File: config.mk
export PLATFORM = sky130hd
export DESIGN_NAME = move_arbiter
export DESIGN_NICKNAME = d
export VERILOG_FILES = /design/src/rtl/game_pkg.sv /design/src/rtl/move_repeater.sv /design/src/rtl/move_arbiter.sv
export SDC_FILE = /design/constraint.sdc
export NUM_CORES = 1
export LEC_CHECK = 0
export CORE_ASPECT_RATIO = 0.6
export CORE_UTILIZATION = 55
export DETAILED_ROUTE_END_ITERATION = 7
export PLACE_DENSITY = 0.85
export SKIP_CTS_REPAIR_TIMING = 1
export SYNTH_ARGS = -nofsm -noshare
export SYNTH_HDL_FRONTEND = slang
export SYNTH_SLANG_ARGS = --single-unit
File: constraint.sdc
create_clock -name clk -period 2.4 [get_ports clk]
set_clock_uncertainty 0.1 [all_clocks]
set_input_delay 0.24 -clock clk [delete_from_list [all_inputs] [get_ports clk]]
set_output_delay 0.24 -clock clk [all_outputs]
set_load 0.01 [all_outputs]
File: src/rtl/game_pkg.sv
// Shared move-code definitions for the game core and its input front end.
package game_pkg;

  typedef logic [2:0] move_t;

  localparam move_t MV_NONE = 3'd0;
  localparam move_t MV_W    = 3'd1;
  localparam move_t MV_S    = 3'd2;
  localparam move_t MV_UP   = 3'd3;
  localparam move_t MV_DOWN = 3'd4;

  localparam logic PLAYER1 = 1'b0;
  localparam logic PLAYER2 = 1'b1;

  // Codes above MV_DOWN are not moves and read as idle.
  function automatic move_t sanitize(input logic [2:0] raw);
    return (raw > MV_DOWN) ? MV_NONE : raw;
  endfunction

endpackage

File: src/rtl/move_repeater.sv
// Per-player press/auto-repeat detector: turns a level move code into one-cycle
// request pulses (press, then first repeat after HOLD_DELAY, then every REPEAT_PERIOD).
module move_repeater
  import game_pkg::*;
#(
  parameter int HOLD_DELAY    = 50_000_000,
  parameter int REPEAT_PERIOD = 10_000_000
) (
  input  logic       clk,
  input  logic       rst,
  input  logic       game_en,
  input  logic [2:0] move,
  output logic       req,
  output logic [2:0] req_code
);

  localparam int MAX_PERIOD = (HOLD_DELAY > REPEAT_PERIOD) ? HOLD_DELAY : REPEAT_PERIOD;
  localparam int CW         = $clog2(MAX_PERIOD);
  localparam logic [CW-1:0] HOLD_LD   = CW'(HOLD_DELAY - 1);
  localparam logic [CW-1:0] REPEAT_LD = CW'(REPEAT_PERIOD - 1);

  move_t         code;
  move_t         prev_code;
  logic [CW-1:0] cnt;
  logic          synced;
  logic          armed;
  logic          press;
  logic          repeat_hit;

  assign code = sanitize(move);

  // synced blocks the first edge after reset so a key held through reset is not a press;
  // armed blocks repeats of a key that was already down when game_en rose.
  assign press      = synced && game_en && (code != MV_NONE) && (code != prev_code);
  assign repeat_hit = synced && game_en && armed && (code != MV_NONE) &&
                      (code == prev_code) && (cnt == '0);

  assign req      = press || repeat_hit;
  assign req_code = code;

  always_ff @(posedge clk or posedge rst) begin
    if (rst) begin
      prev_code <= MV_NONE;
      cnt       <= '0;
      synced    <= 1'b0;
      armed     <= 1'b0;
    end else begin
      prev_code <= code;
      synced    <= 1'b1;
      if (!game_en || !synced || code == MV_NONE) begin
        cnt   <= '0;
        armed <= 1'b0;
      end else if (press) begin
        cnt   <= HOLD_LD;
        armed <= 1'b1;
      end else if (repeat_hit) begin
        cnt <= REPEAT_LD;
      end else if (cnt != '0) begin
        cnt <= cnt - 1'b1;
      end
    end
  end

endmodule

File: src/rtl/move_arbiter.sv
// Round-robin arbiter sharing the game core's move port between two players,
// with one pending request per player (latest wins) and a stable valid/ready offer.
module move_arbiter
  import game_pkg::*;
#(
  parameter int HOLD_DELAY    = 50_000_000,
  parameter int REPEAT_PERIOD = 10_000_000
) (
  input  logic       clk,
  input  logic       rst,
  input  logic       game_en,
  input  logic [2:0] p1_move,
  input  logic [2:0] p2_move,
  output logic       mv_valid,
  output logic       mv_player,
  output logic [2:0] mv_code,
  input  logic       mv_ready
);

  logic [1:0] req;
  move_t      req_code [2];
  logic [1:0] pend;
  move_t      pend_code [2];
  logic       last_grant;
  logic       slot_free;
  logic       do_load;
  logic       gsel;

  move_repeater #(
    .HOLD_DELAY   (HOLD_DELAY),
    .REPEAT_PERIOD(REPEAT_PERIOD)
  ) u_rep_p1 (
    .clk     (clk),
    .rst     (rst),
    .game_en (game_en),
    .move    (p1_move),
    .req     (req[0]),
    .req_code(req_code[0])
  );

  move_repeater #(
    .HOLD_DELAY   (HOLD_DELAY),
    .REPEAT_PERIOD(REPEAT_PERIOD)
  ) u_rep_p2 (
    .clk     (clk),
    .rst     (rst),
    .game_en (game_en),
    .move    (p2_move),
    .req     (req[1]),
    .req_code(req_code[1])
  );

  always_comb begin
    slot_free = !mv_valid || mv_ready;
    do_load   = game_en && slot_free && (pend != 2'b00);
    if (pend == 2'b11)
      gsel = ~last_grant;
    else if (pend[0])
      gsel = PLAYER1;
    else
      gsel = PLAYER2;
  end

  always_ff @(posedge clk or posedge rst) begin
    if (rst) begin
      mv_valid   <= 1'b0;
      mv_player  <= PLAYER1;
      mv_code    <= MV_NONE;
      last_grant <= PLAYER2;
    end else if (do_load) begin
      mv_valid   <= 1'b1;
      mv_player  <= gsel;
      mv_code    <= pend_code[gsel];
      last_grant <= gsel;
    end else if (mv_ready) begin
      mv_valid <= 1'b0;
    end
  end

  // A fresh request on the grant edge beats the grant, so the new code stays pending.
  always_ff @(posedge clk or posedge rst) begin
    if (rst) begin
      pend         <= 2'b00;
      pend_code[0] <= MV_NONE;
      pend_code[1] <= MV_NONE;
    end else begin
      for (int i = 0; i < 2; i++) begin
        if (!game_en) begin
          pend[i] <= 1'b0;
        end else if (req[i]) begin
          pend[i]      <= 1'b1;
          pend_code[i] <= req_code[i];
        end else if (do_load && gsel == i[0]) begin
          pend[i] <= 1'b0;
        end
      end
    end
  end

endmodule
* Word level (Yosys, flattened, before mapping)
Index checks and enable logic that the tools add are counted.
** Operators by class
- Add/subtract/negate cells :: 2
- $mul :: 0
- Divide/modulo/power cells :: 0
- Magnitude comparators :: 3
- Equality and inequality tests :: 7
- Shift operators :: 0
- Mux-type cells :: 27
- Bitwise logic cells :: 3
- Reductions and logical operators :: 42
** Operators with widths (count)
- 26-bit two-way mux :: 8
- 26-bit logical NOT :: 2
- 26-bit nonzero test :: 2
- 26-bit by 1-bit subtractor with 26-bit output, second input constant :: 2
- 1-bit logical AND :: 17
- 3-bit two-way mux :: 5
- 1-bit two-way mux :: 14
- 2-bit nonzero test :: 4
- 4-bit nonzero test :: 2
- 3-bit == test :: 2
- 3-bit > comparator, second input constant :: 2
- 3-bit logical NOT :: 2
- 1-bit logical OR :: 6
- 3-bit by 1-bit != test with 1-bit output, second input constant :: 2
- 3-bit != test :: 2
- 3-bit nonzero test :: 2
- 2-bit AND reduction :: 2
- 1-bit logical NOT :: 3
- 2-bit == test, second input constant :: 1
- 2-bit >= comparator, second input constant :: 1
- 1-bit NOT :: 2
- 1-bit NOT with 2-bit output :: 1
** Storage, ports and cells
- Register bits :: 75
- Latch bits :: 0
- Bits in writable memories :: 0
- Memory bits (read-only) :: 0
- Output and inout port bits :: 5
- Word-level logic and storage cells :: 99
- Memories kept :: 0

* Depth between registers and ports, before layout
Gate-level depths: netlist of run 1.
- Depth in word-level cells :: 9
- Depth in mapped cells :: 8
- Depth with buffers taken out :: 7

* Modules after synthesis
From an unflattened synthesis of run 1, not the netlist that was laid out.
** Unflattened totals
- Cells, all modules :: 394
- Area, all modules :: 3985.1 um^2
** By module, submodules not included
- move_repeater at u_rep_p1 :: instances 1, cells each 174, area each 1712.9 um^2, seq. area each 775.7 um^2
- move_repeater at u_rep_p2 :: instances 1, cells each 175, area each 1675.4 um^2, seq. area each 775.7 um^2
- move_arbiter :: instances 1, cells each 45, area each 596.8 um^2, seq. area each 351.6 um^2

* Least setup slack after synthesis of run 1
No wires, ideal clock.
- Path kind :: register to register
- Start point :: register u_rep_p1.cnt[2]
- End point :: register pend_code[3] (netlist bit)
- Data arrival time :: 2.121 ns
- Setup slack :: 0.054 ns
- Stages on the path, launching flop included :: 6
- Path buffers :: 0
- Cell sequence :: dfrtp_1 -> or4_4 -> nor4_4 -> nand4b_4 -> o21a_4 -> mux2_4
** On the way
- Word-level cells in the longest chain between the ends :: 4
** Ends and longest elaborated chain
- start: declaration :: line move_repeater.sv:24 : logic [CW-1:0] cnt;
- start signal: assignment :: line move_repeater.sv:59 : cnt <= cnt - 1'b1;
- 26-bit logical NOT :: line move_repeater.sv:36 : (code == prev_code) && (cnt == '0);
- 1-bit logical AND :: line move_repeater.sv:36
- 1-bit logical OR :: line move_repeater.sv:38 : assign req = press || repeat_hit;
- 2-bit AND reduction (no source line)
- end signal: indexed assignment :: line move_arbiter.sv:92 : pend_code[i] <= req_code[i];
- end: declaration :: line move_arbiter.sv:23 : move_t pend_code [2];
Every way passes these cells.
A chain may end at the register's enable or synchronous reset.

* Worst setup path after layout of run 1
- Start point :: register u_rep_p1.cnt[2]
- End point :: register u_rep_p1.cnt[5]
** On the way
- Word-level cells in the longest chain between the ends :: 5
- Elaborated cells between the ends (all ways) :: 9
** Ends and longest elaborated chain
- 26-bit by 1-bit subtractor with 26-bit output / 26-bit logical NOT (equally long branches) :: line move_repeater.sv:59, move_repeater.sv:36
- 26-bit two-way mux / 1-bit logical AND (equally long branches) :: line move_repeater.sv:58, move_repeater.sv:36
- 26-bit two-way mux :: line move_repeater.sv:56 : end else if (repeat_hit) begin
- 26-bit two-way mux :: line move_repeater.sv:53 : end else if (press) begin
- 26-bit two-way mux :: line move_repeater.sv:50 : if (!game_en || !synced || code == MV_NONE) begin
Parallel ways exist; a longest one is shown, timed or not. The select of a mux whose other input is x is not followed.

==> flow_summary.ini, run 1 <==
[routing]
vias_per_cell = 6.19
drc = 0
finalWirelength_um = 9730
wl_per_cell_um = 17.7
ant_nets = 0
drt_iter0_drc = 270
first_pass_iters = 5
vias = 3410

[power_and_ir_drop]
p_seq_share_pct = 35.9
p_leak_nw = 2.21
fin_total_pwr_mw = 4.20
peakVddDrop_v = 0.000527
switching_share_pct = 30.5
p_sw_mw = 1.28
power.internal_mw = 2.92
power_frac_comb_pct = 29.9
p_clk_share_pct = 34.2
cellPowerDensity_mw_per_mm2 = 869

[timing]
finalHoldViolCount = 0
post-route-period-util_pct = 97.8
finalSetupViolations = 0
drv_slew = 0
hold_slack_ns = 0.0980
fmax_ghz = 0.426
fin_ws_ns = 0.0537
tns_ns = 0
min_period_ns = 2.35

[grt]
busiest_layer = met2
use_met2_pct = 44.0
grtUsageTotal_pct = 28.0
grt_util_met3_pct = 8.62
grt_overflow_total = 0
grt_max_degree = 61
met1_usage_pct = 37.2
grt_pass1_vias = 3221
antenna_found_initial = 0
grt_first_pass_wirelength_um = 16000

[worst_setup_path]
cp.required_ns = 2.54
rr_worst_depth = 6
start_kind = flop
worstPathBufferInverterCount = 1
cp_top_family = simple AND/OR/NAND/NOR gates
crit_path_top_delay_cell = or4_4
criticalPathCategory = reg2reg
crit_path_end_kind = flop
crit_cells = 6
rr_startpoint = u_rep_p1.cnt[2]
cp_cell_sequence = or4_4 > nor4_4 > nand4b_4 > o21a_4 > buf_4 > a31oi_1
max_stage_delay_ns = 0.59
reg2reg_to = u_rep_p1.cnt[5]
critPathArrivalTime_ns = 2.49
reg2reg_slack_ns = 0.05
path_max_fanout = 11

[finish]
fin_area_sq_mm = 0.00484
insertedDiodeCount = 0
final_common_cell = dfrtp_1
mostFrequentLayoutCells = 74 x dfrtp_1, 43 x buf_4, 41 x nor2_1
areaGrowthSynthToFinish_pct = 22.3
nFillCells = 462
nets = 472
drive_gt1_share_pct = 19.2

[logic_synthesis]
yosys_most_used_dff = dfrtp_1
synth-seq-cells = 75
synth_edf_count = 0
async_flop_share_pct = 100
yosysWarnings = 0
postSynthAreaPerCell_sq_um = 9.84
synth_area_sq_mm = 0.00396
yosysUniqueCellTypes = 57
synthCells = 402
synth-seq-area-share_pct = 47.5
syn_nets = 414

[place]
routabilityCongestion = 0.923
dp_hpwl_um = 7050
postPlaceCellArea_sq_mm = 0.00450
pre_cts_ws_ns = -0.0127
io_buffers = 14

[die]
die-area_sq_mm = 0.00755
fp.dieH_um = 67.7
initial_utilization_pct = 58.0
ios = 15
die_width_um = 111
rows = 23
core_area_sq_mm = 0.00682

[clock_tree]
numCtsBuffers = 9
cts_tree = yes
clkLatencyLatePin_ns = 0.34
cts_max_level = 3
cts_sinks = 75
ctsLongestPathBuffers = 2
clkSlewWorstSetupHoldPaths_ns = 0.06
cts-root-buf = clkbuf_16

[status]
outcome = finished, final reports clean

[hold_path]
hold_class = in2async

[flow_run]
maxCapViolCount = 0
[metrics by stage]
step | cells | util [%]
5_1_grt | 551 | 70.9
3_5_place_dp | 536 | 66.0
3_3_place_gp | 536 | 66.0
6_report | 551 | 70.9
4_1_cts | 551 | 70.6
2_1_floorplan | 402 | -
[Yosys cell counts, types with 3 or more instances]
| cell type | n | area share, % |
|---|---|---|
| a21oi_1 | 35 | 4.4 |
| and3_1 | 3 | 0.47 |
| and4_1 | 5 | 1.1 |
| clkbuf_1 | 9 | 0.85 |
| dfrtp_1 | 74 | 47 |
| inv_1 | 11 | 1.0 |
| mux2_2 | 4 | 1.1 |
| mux2_4 | 3 | 1.1 |
| mux2i_1 | 5 | 1.3 |
| nand2_1 | 26 | 2.5 |
| nand3_1 | 8 | 1.0 |
| nand4_1 | 9 | 1.4 |
| nor2_1 | 41 | 3.9 |
| nor2b_1 | 9 | 1.4 |
| nor3_1 | 15 | 1.9 |
| nor3b_1 | 6 | 1.1 |
| nor4_1 | 17 | 2.7 |
| o21a_1 | 4 | 0.76 |
| o21ai_0 | 17 | 2.2 |
| o31ai_1 | 4 | 0.76 |
| or2_2 | 5 | 0.79 |
| or3_1 | 5 | 0.79 |
| or4_1 | 7 | 1.3 |
| xnor2_1 | 31 | 6.9 |
| xor2_1 | 9 | 2.0 |
[routing by layer]
layer | share of wire (%) | up-vias
met2 | 44 | 157
li1 | - | 1567
met5 | 0 | -
met4 | 2.1 | 0
met3 | 7.9 | 31
met1 | 46 | 1655
[flip-flops by register name, summed over array words and instances (netlist names)]
register,flops
u_rep_p1.cnt,26
u_rep_p2.cnt,26
pend_code,6
mv_code,3
u_rep_p1.prev_code,3
u_rep_p2.prev_code,3
pend,2
last_grant,1
mv_player,1
mv_valid,1
u_rep_p1.armed,1
u_rep_p2.armed,1
u_rep_p2.synced,1
[worst reg2reg max path: stages (launching register included)]
cell      delay [ns]
dfrtp_1         0.39
or4_4           0.59
nor4_4          0.31
nand4b_4        0.22
o21a_4          0.28
buf_4           0.19
a31oi_1         0.18
[worst max-delay path by stage]
stage                             endpoint  slack [ns]             from
after floorplan               pend_code[3]        0.05  u_rep_p1.cnt[2]
after global placement        pend_code[1]        0.06       p2_move[1]
after detailed placement      pend_code[0]       -0.01       p2_move[1]
after CTS                     pend_code[0]        0.02  u_rep_p2.cnt[1]
after global routing      u_rep_p2.cnt[25]       -0.04  u_rep_p2.cnt[1]
final                      u_rep_p1.cnt[5]        0.05  u_rep_p1.cnt[2]
[kinds of logic (layout without fill, tap and decap cells)]
logic type                 count (synthesis)  count (layout)  share of synthesized area, %
AOI/OAI and AO/OA                         77              77                          12.0
adders and majority gates                  2               2                         0.632
DFF                                       75              75                          47.5
muxes                                     13              13                          3.83
other                                      1               1                        0.0948
and+or+nand+nor                          172             172                          24.8
xor gates and xnor gates                  40              40                          8.86
buffers and inverters                     22              84                          2.31
[power by group through the flow]
stage | combinational, mW | sequential [mW] | clock [mW]
CTS | 1.23 | 1.50 | 1.45
global route | 1.37 | 1.52 | 1.51
floorplan | 0.794 | 1.51 | 0
finish | 1.26 | 1.51 | 1.44
global placement | 1.18 | 1.51 | 0
detailed placement | 1.22 | 1.52 | 0
[final cells by class]
type / instances / area [sq um] / area share, %
timing repair buffer: 58 / 483 / 9.98
clock buffer: 10 / 239 / 4.94
sequential: 75 / 1880 / 38.8
clock inverter: 5 / 77.6 / 1.60
tap: 87 / 109 / 2.25
multi-input combinational: 305 / 2010 / 41.5
inverter: 11 / 41.3 / 0.854
No activity file was read; power rests on OpenSTA's default activity.
==> run 2: changes to the inputs <==
--- a/config.mk
+++ b/config.mk
@@ -10,6 +10,7 @@
 export DETAILED_ROUTE_END_ITERATION = 7
 export PLACE_DENSITY = 0.85
 export SKIP_CTS_REPAIR_TIMING = 1
+export SKIP_LAST_GASP = 1
 export SYNTH_ARGS = -nofsm -noshare
 export SYNTH_HDL_FRONTEND = slang
 export SYNTH_SLANG_ARGS = --single-unit
==> results of run 2 <==
No change in the layout: final DEF, timing and power equal those of run 1.
